### src/rtl/param_reg_block.sv
// param_reg_block: byte-strobed register file plus a forwarded, handshaked memory window.
// Define REGBLK_TIMEOUT_EN to bound the memory wait with an error response after TIMEOUT_CYC cycles.
`timescale 1ns/1ps
module param_reg_block #(
  parameter int unsigned          DATA_W      = 32,
  parameter int unsigned          ADDR_W      = 8,
  parameter int unsigned          NUM_REGS    = 4,
  parameter logic [NUM_REGS-1:0]  RO_MASK     = '0,
  parameter logic [DATA_W-1:0]    RST_VAL     = '0,
  parameter int unsigned          MEM_BASE    = 'h20,
  parameter int unsigned          MEM_DEPTH   = 8,
  parameter int unsigned          TIMEOUT_CYC = 16
) (
  input  logic                         clk,
  input  logic                         rst,
  input  logic [ADDR_W-1:0]            bus_addr,
  input  logic                         bus_we,
  input  logic                         bus_re,
  input  logic [DATA_W-1:0]            bus_wdata,
  input  logic [DATA_W/8-1:0]          bus_wstrb,
  output logic [DATA_W-1:0]            bus_rdata,
  output logic                         bus_ready,
  output logic                         bus_err,
  output logic [NUM_REGS*DATA_W-1:0]   regs_q,
  output logic [ADDR_W-1:0]            mem_addr,
  output logic                         mem_we,
  output logic                         mem_re,
  output logic [DATA_W-1:0]            mem_wdata,
  output logic [DATA_W/8-1:0]          mem_wstrb,
  input  logic [DATA_W-1:0]            mem_rdata,
  input  logic                         mem_ready
);

  localparam int unsigned       BYTES      = DATA_W / 8;
  localparam int unsigned       LSB        = $clog2(BYTES);
  localparam logic [ADDR_W-1:0] ALIGN_MASK = ~ADDR_W'(BYTES - 1);
  localparam logic [31:0]       REG_END    = 32'(NUM_REGS * BYTES);
  localparam logic [31:0]       WIN_LO     = 32'(MEM_BASE);
  localparam logic [31:0]       WIN_HI     = 32'(MEM_BASE + MEM_DEPTH * BYTES);

  localparam logic [1:0] IDLE     = 2'd0;
  localparam logic [1:0] RESP     = 2'd1;
  localparam logic [1:0] MEM_REQ  = 2'd2;
  localparam logic [1:0] MEM_WAIT = 2'd3;

  if (TIMEOUT_CYC == 0 || (DATA_W % 8) != 0) begin : g_bad_cfg
    $error("param_reg_block: TIMEOUT_CYC must be nonzero and DATA_W a multiple of 8");
  end

  logic [1:0]                state_q, state_d;
  logic [NUM_REGS*DATA_W-1:0] regs_d;
  logic [DATA_W-1:0]         rdata_q, rdata_d;
  logic                      err_q, err_d;
  logic                      op_we_q, op_we_d;
  logic [ADDR_W-1:0]         mem_addr_q, mem_addr_d;
  logic [DATA_W-1:0]         mem_wdata_q, mem_wdata_d;
  logic [BYTES-1:0]          mem_wstrb_q, mem_wstrb_d;

  logic [ADDR_W-1:0] addr_al, word_idx, win_off;
  logic [31:0]       addr_ext;
  logic              reg_hit, win_hit, conflict;

`ifdef REGBLK_TIMEOUT_EN
  localparam int unsigned CNT_W = $clog2(TIMEOUT_CYC + 1);
  logic [CNT_W-1:0] cnt_q, cnt_d;
`endif

  // Sub-word address bits are dropped before any decode.
  assign addr_al  = bus_addr & ALIGN_MASK;
  assign addr_ext = 32'(addr_al);
  assign word_idx = addr_al >> LSB;
  assign win_off  = (addr_al - ADDR_W'(MEM_BASE)) >> LSB;
  assign reg_hit  = addr_ext < REG_END;
  assign win_hit  = (addr_ext >= WIN_LO) && (addr_ext < WIN_HI) && !reg_hit;
  assign conflict = bus_we && bus_re;

  assign bus_rdata = rdata_q;
  assign bus_ready = (state_q == RESP);
  assign bus_err   = err_q && (state_q == RESP);
  assign mem_we    = (state_q == MEM_REQ) && op_we_q;
  assign mem_re    = (state_q == MEM_REQ) && !op_we_q;
  assign mem_addr  = mem_addr_q;
  assign mem_wdata = mem_wdata_q;
  assign mem_wstrb = mem_wstrb_q;

  always_comb begin
    state_d     = state_q;
    regs_d      = regs_q;
    rdata_d     = rdata_q;
    err_d       = err_q;
    op_we_d     = op_we_q;
    mem_addr_d  = mem_addr_q;
    mem_wdata_d = mem_wdata_q;
    mem_wstrb_d = mem_wstrb_q;
`ifdef REGBLK_TIMEOUT_EN
    cnt_d       = cnt_q;
`endif
    case (state_q)
      IDLE: begin
        if (bus_we || bus_re) begin
          if (!conflict && win_hit) begin
            state_d     = MEM_REQ;
            op_we_d     = bus_we;
            mem_addr_d  = win_off;
            mem_wdata_d = bus_wdata;
            mem_wstrb_d = bus_wstrb;
          end else begin
            // Errors and register writes answer with zero data.
            state_d = RESP;
            rdata_d = '0;
            err_d   = 1'b1;
            if (!conflict && reg_hit) begin
              err_d = 1'b0;
              for (int i = 0; i < NUM_REGS; i++) begin
                if (word_idx == ADDR_W'(i)) begin
                  if (bus_we) begin
                    if (RO_MASK[i]) begin
                      err_d = 1'b1;
                    end else begin
                      for (int b = 0; b < BYTES; b++) begin
                        if (bus_wstrb[b]) regs_d[i*DATA_W + b*8 +: 8] = bus_wdata[b*8 +: 8];
                      end
                    end
                  end else begin
                    rdata_d = regs_q[i*DATA_W +: DATA_W];
                  end
                end
              end
            end
          end
        end
      end
      RESP: state_d = IDLE;
      MEM_REQ: begin
        state_d = MEM_WAIT;
`ifdef REGBLK_TIMEOUT_EN
        cnt_d   = '0;
`endif
      end
      MEM_WAIT: begin
        if (mem_ready) begin
          state_d = RESP;
          err_d   = 1'b0;
          rdata_d = op_we_q ? '0 : mem_rdata;
        end
`ifdef REGBLK_TIMEOUT_EN
        // A late mem_ready on the final counted cycle still wins above.
        else if (cnt_q == CNT_W'(TIMEOUT_CYC - 1)) begin
          state_d = RESP;
          err_d   = 1'b1;
          rdata_d = '0;
        end else begin
          cnt_d = cnt_q + 1'b1;
        end
`endif
      end
      default: state_d = IDLE;
    endcase
  end

  always_ff @(posedge clk or posedge rst) begin
    if (rst) begin
      state_q     <= IDLE;
      regs_q      <= {NUM_REGS{RST_VAL}};
      rdata_q     <= '0;
      err_q       <= 1'b0;
      op_we_q     <= 1'b0;
      mem_addr_q  <= '0;
      mem_wdata_q <= '0;
      mem_wstrb_q <= '0;
`ifdef REGBLK_TIMEOUT_EN
      cnt_q       <= '0;
`endif
    end else begin
      state_q     <= state_d;
      regs_q      <= regs_d;
      rdata_q     <= rdata_d;
      err_q       <= err_d;
      op_we_q     <= op_we_d;
      mem_addr_q  <= mem_addr_d;
      mem_wdata_q <= mem_wdata_d;
      mem_wstrb_q <= mem_wstrb_d;
`ifdef REGBLK_TIMEOUT_EN
      cnt_q       <= cnt_d;
`endif
    end
  end

endmodule

### config.mk
export PLATFORM = sky130hd
export DESIGN_NAME = param_reg_block
export DESIGN_NICKNAME = d
export VERILOG_FILES = /design/src/rtl/param_reg_block.sv
export SDC_FILE = /design/constraint.sdc
export NUM_CORES = 1
export LEC_CHECK = 0
export ABC_AREA = 1
export BUFFER_PORTS_ARGS = -buffer_cell sky130_fd_sc_hd__buf_2
export CORE_MARGIN = 2
export CORE_UTILIZATION = 47
export CTS_CLUSTER_DIAMETER = 80
export DETAILED_ROUTE_END_ITERATION = 7
export PLACE_DENSITY = 0.75
export SLEW_MARGIN = 30
export SYNTH_ARGS = -nofsm -noshare
export SYNTH_HDL_FRONTEND = slang
export SYNTH_SLANG_ARGS = --single-unit
### constraint.sdc
create_clock -name clk -period 5.9 [get_ports clk]
set_clock_uncertainty 0.2 [all_clocks]
set_input_delay 0.295 -clock clk [delete_from_list [all_inputs] [get_ports clk]]
set_output_delay 0.295 -clock clk [all_outputs]
set_load 0.05 [all_outputs]
==> results.toml <==
[status]
status = "complete, no violations"

[clock_tree]
cts_hold_buf = 76
cts_tree = "yes"
cts.sinks = 206
htree_num_levels = 1
cts-resized-gates = 0
cts_buffers = 22
cts.path.max_buffers = 3
root_buffer = "clkbuf_16"
postCtsSetupRepairBufs = 0
worst_skew_pair.late_latency_ns = 0.50
clkTransAtPathRegs_ns = 0.06

[sta]
fin_tns_setup_ns = 0
setup_viol = 0
relSlewSlack = 0.310
period_share = 0.599
hold_viol_final = 0
max_freq_ghz = 0.283
worstMarginPinSlew_ns = 1.03
final_max_slew_viol_count = 0
period_needed_ns = 3.53
grt_setup_unrepaired = "no"

[floorplanning]
rows = 52
start_util = 0.477
dieArea_um2 = 21600
io_pins = 289
core_um2 = 20100
dieHeight_um = 147
die_w_um = 147

[cells_and_area]
fin_nets = 1616
areaGrowthSynthToFinish_pct = 32.5
layout-drive-gt1-share = 0.225
num_antenna_cells = 0

[drt]
num_vias = 9523
routed_wl_um = 32300
drtPass1Iterations = 5
vias_per_cell = 5.23
drt_iter0_drc = 788
antenna_left = 0
drc = 0
wl_per_cell_um = 17.8

[setup_path]
reg2reg_from = "state_q[1]$_DFFE_PP0P_"
crit_path_end_kind = "flip-flop"
r2r_cells = 5
startpoint = "bus_addr[6]"
crit_arrival_ns = 3.73
r2r-end = "regs_q[9]$_DFFE_PP0P_"
cp-start-kind = "primary input"
ff2ff_setup_slack_ns = 3.47
cp_max_fo = 27
required_ns = 6.10
endpoint = "regs_q[9]$_DFFE_PP0P_"
crit_type = "primary input to flip-flop"

[grt]
antenna_found_initial = 0
grt_usage = 0.292
grt-ovfl-total = 0
grt_max_degree = 104
first_global_vias = 9135
grt_pass1_wl_um = 49900

[synth]
synthCells = 1207
avgSynthCellArea_um2 = 7.94
ys_seq_area_frac = 0.538
synth.ff_latch_count = 206
ys_warn_count = 0
syn-cell-area_um2 = 9590
synthDistinctLibCells = 27

[place]
gp_congestion = 0.815
portBuffers = 284
place_hpwl_um = 20600

[pwr]
p_per_area_nw_per_um2 = 431
totalPowerFinal_uw = 5470
vdd_drop_max_mv = 0.361
p_leak_uw = 0.00693

[hold_path]
hold_path.class = "primary input to flip-flop"

[job]
maxCapViolCount = 0
cells in the final DEF (no fill, tap or decap), types with 2 or more instances in the layout:
master,n
nand3_1,37
conb_1,2
a21oi_1,65
nor2_4,6
nor2_1,93
nor2_2,2
o21ai_0,156
clkbuf_8,9
clkbuf_16,23
clkbuf_1,2
inv_1,113
bufinv_16,3
buf_8,2
nand4_1,17
inv_2,4
buf_2,284
o21ai_1,15
nor3_1,2
o211ai_1,24
buf_4,3
nand2_2,2
nand2_1,389
dfrtp_1,206
dlygate4sd3_1,76
clkinv_2,3
power by group:
part | switching [uW] | internal [uW]
registers | 162 | 1690
logic | 1610 | 479
clock network | 576 | 953
flip-flops by register name (all words and copies together) (netlist names):
signal,count
op_we_q,1
mem_wdata,32
state_q,2
bus_rdata,32
mem_addr,6
regs_q,128
err_q,1
mem_wstrb,4
metal layers:
metal / GRT usage / wire length [um] / part of all wire / up-vias
li1: - / - / - / 4508
met1: 0.398 / 13500 / 0.42 / 4502
met2: 0.467 / 15200 / 0.47 / 442
met3: 0.0559 / 2590 / 0.080 / 71
met4: 0.114 / 1090 / 0.034 / 0
met5: 0 / 0 / 0 / -
synthesized netlist by cell type (all sizes together):
| master | instances | area share |
|---|---|---|
| a21oi | 66 | 0.035 |
| a31o | 1 | 0.00091 |
| buf | 44 | 0.033 |
| clkbuf | 22 | 0.0086 |
| conb | 1 | 0.00039 |
| dfrtp | 206 | 0.54 |
| ha | 1 | 0.0013 |
| inv | 118 | 0.046 |
| nand2 | 391 | 0.15 |
| nand3 | 39 | 0.021 |
| nand3b | 1 | 0.00078 |
| nand4 | 17 | 0.011 |
| nor2 | 101 | 0.041 |
| nor3 | 2 | 0.0010 |
| o211ai | 24 | 0.019 |
| o21ai | 171 | 0.089 |
| or2 | 1 | 0.00065 |
| xnor2 | 1 | 0.00091 |
cells by family after synthesis:
| logic type | Yosys count | share of synthesized area |
|---|---|---|
| other | 1 | 0.000391 |
| buffers and inverters | 184 | 0.0878 |
| AND/OR/NAND/NOR | 552 | 0.228 |
| adder cells (fa/ha/maj) | 1 | 0.00130 |
| flip-flops | 206 | 0.538 |
| XOR/XNOR | 1 | 0.000914 |
| AO/OA/AOI/OAI | 262 | 0.144 |
worst min-delay path by stage:
stage | startpoint | to | slack (ns) | depth (start not counted)
after CTS | bus_addr[5] | state_q[0]$_DFFE_PP0P_ | 0.05 | 3
after floorplan | bus_addr[4] | mem_addr[2]$_DFFE_PP0P_ | 0.20 | 2
after detailed placement | rst | mem_wdata[27]$_DFFE_PP0P_ | 0.21 | 2
after global routing | bus_addr[5] | state_q[0]$_DFFE_PP0P_ | 0.08 | 3
after global placement | rst | mem_wdata[27]$_DFFE_PP0P_ | 0.20 | 2
final | bus_addr[5] | state_q[0]$_DFFE_PP0P_ | 0.07 | 3
metrics by stage:
step / util / setup WS (ns) / cells / area, um^2 / hold slack (ns)
2_1_floorplan: - / 2.73 / 1208 / 9600 / 0.205
3_3_place_gp: 0.550 / 2.16 / 1701 / 11000 / 0.198
3_5_place_dp: 0.551 / 2.15 / 1703 / 11100 / 0.211
4_1_cts: 0.630 / 2.12 / 1819 / 12700 / 0.0451
5_1_grt: 0.632 / 2.04 / 1820 / 12700 / 0.0842
6_report: 0.632 / 2.37 / 1820 / 12700 / 0.0737
worst max-delay path: stages:
cell,delay (ns)
dlygate4sd3_1,0.53
buf_2,0.15
nor2_4,0.51
nand2_1,0.22
inv_2,0.50
nand3_1,0.27
nor2_1,0.44
nand2_1,0.46
o21ai_0,0.32
layout make-up:
type                       count  area, um^2
multi-input combinational    818        3660
clock inverter                 6         105
fill                        1672        7400
clock buffer                  34         707
timing repair buffer         368        2290
sequential                   206        5150
tap                          270         338
inverter                     118         447
Power figures use the tool's default switching activity.
